<file path="config.mk">
export PLATFORM = sky130hd
export DESIGN_NAME = dmem_bridge_flat
export DESIGN_NICKNAME = d
export VERILOG_FILES = /design/src/rtl/dmem_bridge_if.sv /design/src/rtl/dmem_bridge.sv /design/src/flat_wrapper.sv
export SDC_FILE = /design/constraint.sdc
export NUM_CORES = 1
export LEC_CHECK = 0
export ABC_AREA = 1
export CAP_MARGIN = 25
export CORE_MARGIN = 2
export CORE_UTILIZATION = 47
export DETAILED_ROUTE_END_ITERATION = 10
export GPL_ROUTABILITY_DRIVEN = 1
export PLACE_DENSITY = 0.86
export SKIP_LAST_GASP = 1
export SLEW_MARGIN = 20
export SYNTH_ARGS = -nofsm -noshare
export SYNTH_HDL_FRONTEND = slang
export SYNTH_SLANG_ARGS = --single-unit
</file>
<file path="constraint.sdc">
create_clock -name clk -period 10.2 [get_ports clk]
set_input_delay 1.53 -clock clk [delete_from_list [all_inputs] [get_ports clk]]
set_output_delay 1.53 -clock clk [all_outputs]
set_load 0.02 [all_outputs]
</file>
<file path="src/rtl/dmem_bridge_if.sv">
// Word-addressed request/acknowledge bus between dmem_bridge (master) and the data memory (slave).
interface dmem_bridge_if;
  logic        mem_req;
  logic        mem_we;
  logic [29:0] mem_addr;
  logic [3:0]  mem_be;
  logic [31:0] mem_wdata;
  logic        mem_ack;
  logic [31:0] mem_rdata;

  modport master (
    output mem_req, mem_we, mem_addr, mem_be, mem_wdata,
    input  mem_ack, mem_rdata
  );

  modport slave (
    input  mem_req, mem_we, mem_addr, mem_be, mem_wdata,
    output mem_ack, mem_rdata
  );
endinterface

</file>
<file path="src/rtl/dmem_bridge.sv">
// M-stage data-memory bridge: lane steering, load extension and pipeline stall control.
// Define DMEM_BRIDGE_STORE_BUFFER_EN to post stores through a one-entry buffer without stalling.
module dmem_bridge (
  input  logic          clk,
  input  logic          reset,
  input  logic [31:0]   addr,
  input  logic [31:0]   wdata,
  input  logic [2:0]    dmem_SEL,
  input  logic          dmem_WE,
  input  logic          dmem_RE,
  output logic [31:0]   rdata,
  output logic          stall_req,
  output logic          misalign_err,
  dmem_bridge_if.master mem
);
  typedef enum logic [1:0] {IDLE = 2'd0, BUSY = 2'd1, RESP = 2'd2} state_t;
  state_t state_reg, state_next;

  logic        mem_req_reg, mem_we_reg;
  logic [29:0] mem_addr_reg;
  logic [3:0]  mem_be_reg;
  logic [31:0] mem_wdata_reg, rdata_reg;
  logic [1:0]  lane_reg;
  logic [2:0]  sel_reg;

  logic        is_half, is_byte, access, misaligned;
  logic [3:0]  be_next;
  logic [31:0] wdata_next, load_ext;
  logic [15:0] lane_data;
  logic        issue, post_store, complete, drain_done, stall_raw, misalign_raw;
  logic        buffer_full, buffer_allowed;

  // Reserved size encodings fall through to word handling.
  assign is_half    = (dmem_SEL[1:0] == 2'b01);
  assign is_byte    = (dmem_SEL[1:0] == 2'b10);
  assign access     = dmem_WE | dmem_RE;
  assign misaligned = is_byte ? 1'b0 : (is_half ? addr[0] : (addr[1:0] != 2'b00));

  always_comb begin
    be_next    = 4'b1111;
    wdata_next = wdata;
    if (is_byte) begin
      be_next    = 4'b0001 << addr[1:0];
      wdata_next = {4{wdata[7:0]}};
    end else if (is_half) begin
      be_next    = addr[1] ? 4'b1100 : 4'b0011;
      wdata_next = {2{wdata[15:0]}};
    end
  end

  always_comb begin
    lane_data = 16'(mem.mem_rdata >> {lane_reg, 3'b000});
    case (sel_reg[1:0])
      2'b10:   load_ext = {{24{sel_reg[2] & lane_data[7]}},  lane_data[7:0]};
      2'b01:   load_ext = {{16{sel_reg[2] & lane_data[15]}}, lane_data[15:0]};
      default: load_ext = mem.mem_rdata;
    endcase
  end

  always_comb begin
    state_next   = state_reg;
    stall_raw    = 1'b0;
    misalign_raw = 1'b0;
    issue        = 1'b0;
    post_store   = 1'b0;
    complete     = 1'b0;
    drain_done   = 1'b0;
    case (state_reg)
      IDLE: begin
        // A posted store drains while the FSM itself stays in IDLE.
        drain_done = buffer_full & mem.mem_ack;
        if (access) begin
          if (misaligned) begin
            misalign_raw = 1'b1;
          end else if (buffer_full) begin
            stall_raw = 1'b1;
          end else if (dmem_WE & buffer_allowed) begin
            post_store = 1'b1;
          end else begin
            stall_raw  = 1'b1;
            issue      = 1'b1;
            state_next = BUSY;
          end
        end
      end
      BUSY: begin
        stall_raw = 1'b1;
        if (mem.mem_ack) begin
          complete   = 1'b1;
          state_next = RESP;
        end
      end
      RESP:    state_next = IDLE;
      default: state_next = IDLE;
    endcase
  end

  // Gated so the combinational outputs read zero for the whole reset interval.
  assign stall_req    = stall_raw & ~reset;
  assign misalign_err = misalign_raw & ~reset;

  always_ff @(posedge clk or posedge reset) begin
    if (reset) begin
      state_reg     <= IDLE;
      mem_req_reg   <= 1'b0;
      mem_we_reg    <= 1'b0;
      mem_addr_reg  <= 30'd0;
      mem_be_reg    <= 4'd0;
      mem_wdata_reg <= 32'd0;
      rdata_reg     <= 32'd0;
      lane_reg      <= 2'd0;
      sel_reg       <= 3'd0;
    end else begin
      state_reg <= state_next;
      if (issue | post_store) begin
        mem_req_reg   <= 1'b1;
        mem_we_reg    <= dmem_WE;
        mem_addr_reg  <= addr[31:2];
        mem_be_reg    <= be_next;
        mem_wdata_reg <= wdata_next;
        lane_reg      <= addr[1:0];
        sel_reg       <= dmem_SEL;
      end else if (complete | drain_done) begin
        mem_req_reg <= 1'b0;
      end
      if (complete & ~mem_we_reg) begin
        rdata_reg <= load_ext;
      end
    end
  end

`ifdef DMEM_BRIDGE_STORE_BUFFER_EN
  logic sb_full_reg;

  always_ff @(posedge clk or posedge reset) begin
    if (reset) begin
      sb_full_reg <= 1'b0;
    end else if (post_store) begin
      sb_full_reg <= 1'b1;
    end else if (drain_done) begin
      sb_full_reg <= 1'b0;
    end
  end

  assign buffer_full    = sb_full_reg;
  assign buffer_allowed = 1'b1;
`else
  assign buffer_full    = 1'b0;
  assign buffer_allowed = 1'b0;
`endif

  assign mem.mem_req   = mem_req_reg;
  assign mem.mem_we    = mem_we_reg;
  assign mem.mem_addr  = mem_addr_reg;
  assign mem.mem_be    = mem_be_reg;
  assign mem.mem_wdata = mem_wdata_reg;
  assign rdata         = rdata_reg;
endmodule

</file>
<file path="src/flat_wrapper.sv">
// flat-port wrapper written by rule: the top's interface ports become plain ports
module dmem_bridge_flat 
  (clk, reset, addr, wdata, dmem_SEL, dmem_WE, dmem_RE, rdata, stall_req, misalign_err, mem_mem_req, mem_mem_we, mem_mem_addr, mem_mem_be, mem_mem_wdata, mem_mem_ack, mem_mem_rdata);
  dmem_bridge_if mem_i ();
  input  logic clk;
  input  logic reset;
  input  logic [31:0] addr;
  input  logic [31:0] wdata;
  input  logic [2:0] dmem_SEL;
  input  logic dmem_WE;
  input  logic dmem_RE;
  output logic [31:0] rdata;
  output logic stall_req;
  output logic misalign_err;
  output wire logic [$bits(mem_i.mem_req)-1:0] mem_mem_req;
  output wire logic [$bits(mem_i.mem_we)-1:0] mem_mem_we;
  output wire logic [$bits(mem_i.mem_addr)-1:0] mem_mem_addr;
  output wire logic [$bits(mem_i.mem_be)-1:0] mem_mem_be;
  output wire logic [$bits(mem_i.mem_wdata)-1:0] mem_mem_wdata;
  input wire logic [$bits(mem_i.mem_ack)-1:0] mem_mem_ack;
  input wire logic [$bits(mem_i.mem_rdata)-1:0] mem_mem_rdata;
  assign mem_mem_req = mem_i.mem_req;
  assign mem_mem_we = mem_i.mem_we;
  assign mem_mem_addr = mem_i.mem_addr;
  assign mem_mem_be = mem_i.mem_be;
  assign mem_mem_wdata = mem_i.mem_wdata;
  assign mem_i.mem_ack = mem_mem_ack;
  assign mem_i.mem_rdata = mem_mem_rdata;
  dmem_bridge u_core (.clk(clk), .reset(reset), .addr(addr), .wdata(wdata), .dmem_SEL(dmem_SEL), .dmem_WE(dmem_WE), .dmem_RE(dmem_RE), .rdata(rdata), .stall_req(stall_req), .misalign_err(misalign_err), .mem(mem_i));
endmodule
</file>
==> impl_results.md <==
* Outcome: finished clean
* Pwr Total at approximately 0.0022 W
* Vias at roughly 5.2k
* CTS tree: built
* WP data required at between 8 and 9 ns
* Post-CTS Hold Fix Bufs at 0
* Iter 0 DRT Violations at 311
* Syn_nets at a little over 800
* Fmax at 187 MHz
* Post-placement cell count at between 1k and 1.5k
* Total number of H-tree levels at 3
* Final ANT Viol Nets at 0
* CP Launch Type: input port
* Final GP Congestion at about 0.94
* Clk buf depth at 2
* First-pass GRT wire length at 24300 µm
* Site row count at 38
* Clock Skews at roughly 0.015 ns
* Hold Fails Final Rpt at 0
* Pint at 0.00123 W
* Min Hold Slack at between 0.4 and 0.5 ns
* Cell Area, Synth at 0.00518 mm²
* Register Area at about 0.0027 mm²
* Clk network pwr share at 12.8%
* Crit path time final at around 5.4 ns
* CP Class: input port to output port
* Worst Hold Class: flop to flop
* Later-pin clock latency in the skew report at 0.37 ns
* Logic gate share of total power at 52.8%
* GR Util All Layers at roughly a quarter
* Share of power burned in registers at between 30% and 40%
* Pwr dens at approximately 290 mW/mm²
* Final period util at about 53%
* Place WS at 4.83 ns
* Synthesis-stage register bit count at between 100 and 150
* Distinct cells, synth at 18
* Finish-stage setup viols at 0
* Core area at between 0.01 and 0.015 mm²
* Syn Area/Cell at approximately 7.4 µm²
* DR pass1 iterations at 5
* Avg Vias per Cell at 5.05
* Post-CTS Setup Inserts at 0
* WL final at between 15000 and 20000 µm
* Die X at 109 µm
* Worst EP arrival at 3.83 ns
* Total gr overflow at 0
* Worst slew margin at 43.4%
* Post-route insts no fill at between 1k and 1.5k
* Setup TNS at 0 ns
* Wire length per cell at between 10 and 15 µm
* Syn Inst Count at 702
* Die height at 109 µm
* Worst-Margin Slew at approximately 0.85 ns
* IO Port Bufs at around 200
* Leak pwr at 3.67 nW
* Antenna diode count at 0
* Vias in the first global route at ~4.9k
* Initial antenna violation count at 0
* Crit end category: output port
* Net Switching at approximately 0.00093 W
* Share of layout cells above drive strength 1 at about 3.5%
* Synth-to-Final Area Change at 44.2%
* Max-Cap Viols at 0
* Clock sink total at between 100 and 150
* Maximum number of pins on one net before global-route repair at ~80
* Sequential element share of the synthesized area at 51.7%
* Initial Util at ~48%
* YS warnings at 0
* Die area at approximately 0.012 mm²
* Final-layout fill cell count at 879
* Setup ws final at 4.84 ns
* Detailed placer's ending HPWL at 10800 µm
* PostCTS Resize Cnt at 0
* Ports at 206
* Commonest cells after routing, fill and taps aside: nand2_1 (341), clkdlybuf4s50_1 (205), dfrtp_1 (107)
* Worst vdd ir at approximately 0.00018 V
* Most common cell after layout, fill and taps aside: nand2_1
* Sw Ratio at between 40% and 50%
* Total CTS buffers at 9
* Pins over their slew limit at 0
* Area of the multi-input gates at 0.00215 mm²
* Clk slew on worst S/H paths at 0.10 ns
* Crit Path Max Fanout at 11
* Root Buffer: clkbuf_8
* RSZ-0062 raised after global routing: no
* Total Nets Final at 990
* DR DRC count at 0
## kinds of logic after synthesis
| family | after synthesis | synth area share [%] |
|---|---|---|
| flip-flops | 107 | 51.7 |
| adder cells (fa/ha/maj) | 2 | 0.483 |
| AO/OA/AOI/OAI | 106 | 10.2 |
| buffers and inverters | 79 | 6.81 |
| AND/OR/NAND/NOR | 408 | 30.8 |
## path summary, 6_finish.rpt
check | from | end | slack, ns | depth (start not counted)
max | dmem_SEL[0] | stall_req | 4.84 | 8
min | u_core.mem.mem_wdata[9] | u_core.mem.mem_wdata[9] | 0.49 | 2
max reg2reg | u_core.lane_reg[0] | u_core.rdata[15] | 8.00 | 7
min reg2reg | u_core.mem.mem_wdata[9] | u_core.mem.mem_wdata[9] | 0.49 | 2
max in group asynchronous | reset | u_core.rdata[11] | 7.35 | 3
min in group asynchronous | reset | u_core.rdata[21] | 1.64 | 2
## worst max-delay path: stages
cell             delay, ns
clkdlybuf4s50_1       0.54
inv_1                 0.07
nor2_1                0.51
nand2_1               0.11
nand3_1               0.15
nand3b_1              0.15
a21oi_1               0.15
clkdlybuf4s50_1       0.61
## metal layers
layer | vias up | GRT usage (%) | routed length, µm
li1 | 2556 | - | -
met1 | 2339 | 34.1 | 6220
met5 | - | 0 | 0
met4 | 0 | 7.69 | 347
met2 | 268 | 42.5 | 7150
met3 | 30 | 8.37 | 1560
## cells in the mapped netlist (all sizes together)
library cell,count,area [µm²]
nand2,342,1290
dfrtp,107,2680
a21oi,71,355
inv,40,150
o21ai,35,175
nor2,34,143
nand3,29,145
clkbuf,21,78.8
buf,18,124
ha,2,25.0
nand3b,1,7.51
nand4,1,6.26
nor4,1,6.26
## power by group through the flow
stage,sequential (W),combinational (W),clock (W)
after floorplan,0.000944,0.000421,0
after global placement,0.000742,0.00112,0
after detailed placement,0.000743,0.00114,0
after CTS,0.000741,0.00114,0.000283
after global routing,0.000768,0.00124,0.000304
final,0.000743,0.00114,0.000277
## layout make-up
| class | instances | share of cell area [%] |
|---|---|---|
| Sequential cell | 107 | 35.9 |
| Inverter | 40 | 2.04 |
| Tap cell | 140 | 2.35 |
| Multi-Input combinational cell | 516 | 28.8 |
| Clock inverter | 7 | 1.12 |
| Clock buffer | 9 | 1.66 |
| Timing Repair Buffer | 210 | 28.2 |
## stage by stage
| stage | instance area [µm²] | util [%] |
|---|---|---|
| 5_1_grt | 7470 | 69.2 |
| 6_report | 7470 | 69.2 |
| 3_3_place_gp | 7240 | 67.1 |
| 2_1_floorplan | 5180 | - |
| 4_1_cts | 7440 | 69.0 |
| 3_5_place_dp | 7240 | 67.1 |
No activity file was read; power rests on OpenSTA's default activity.
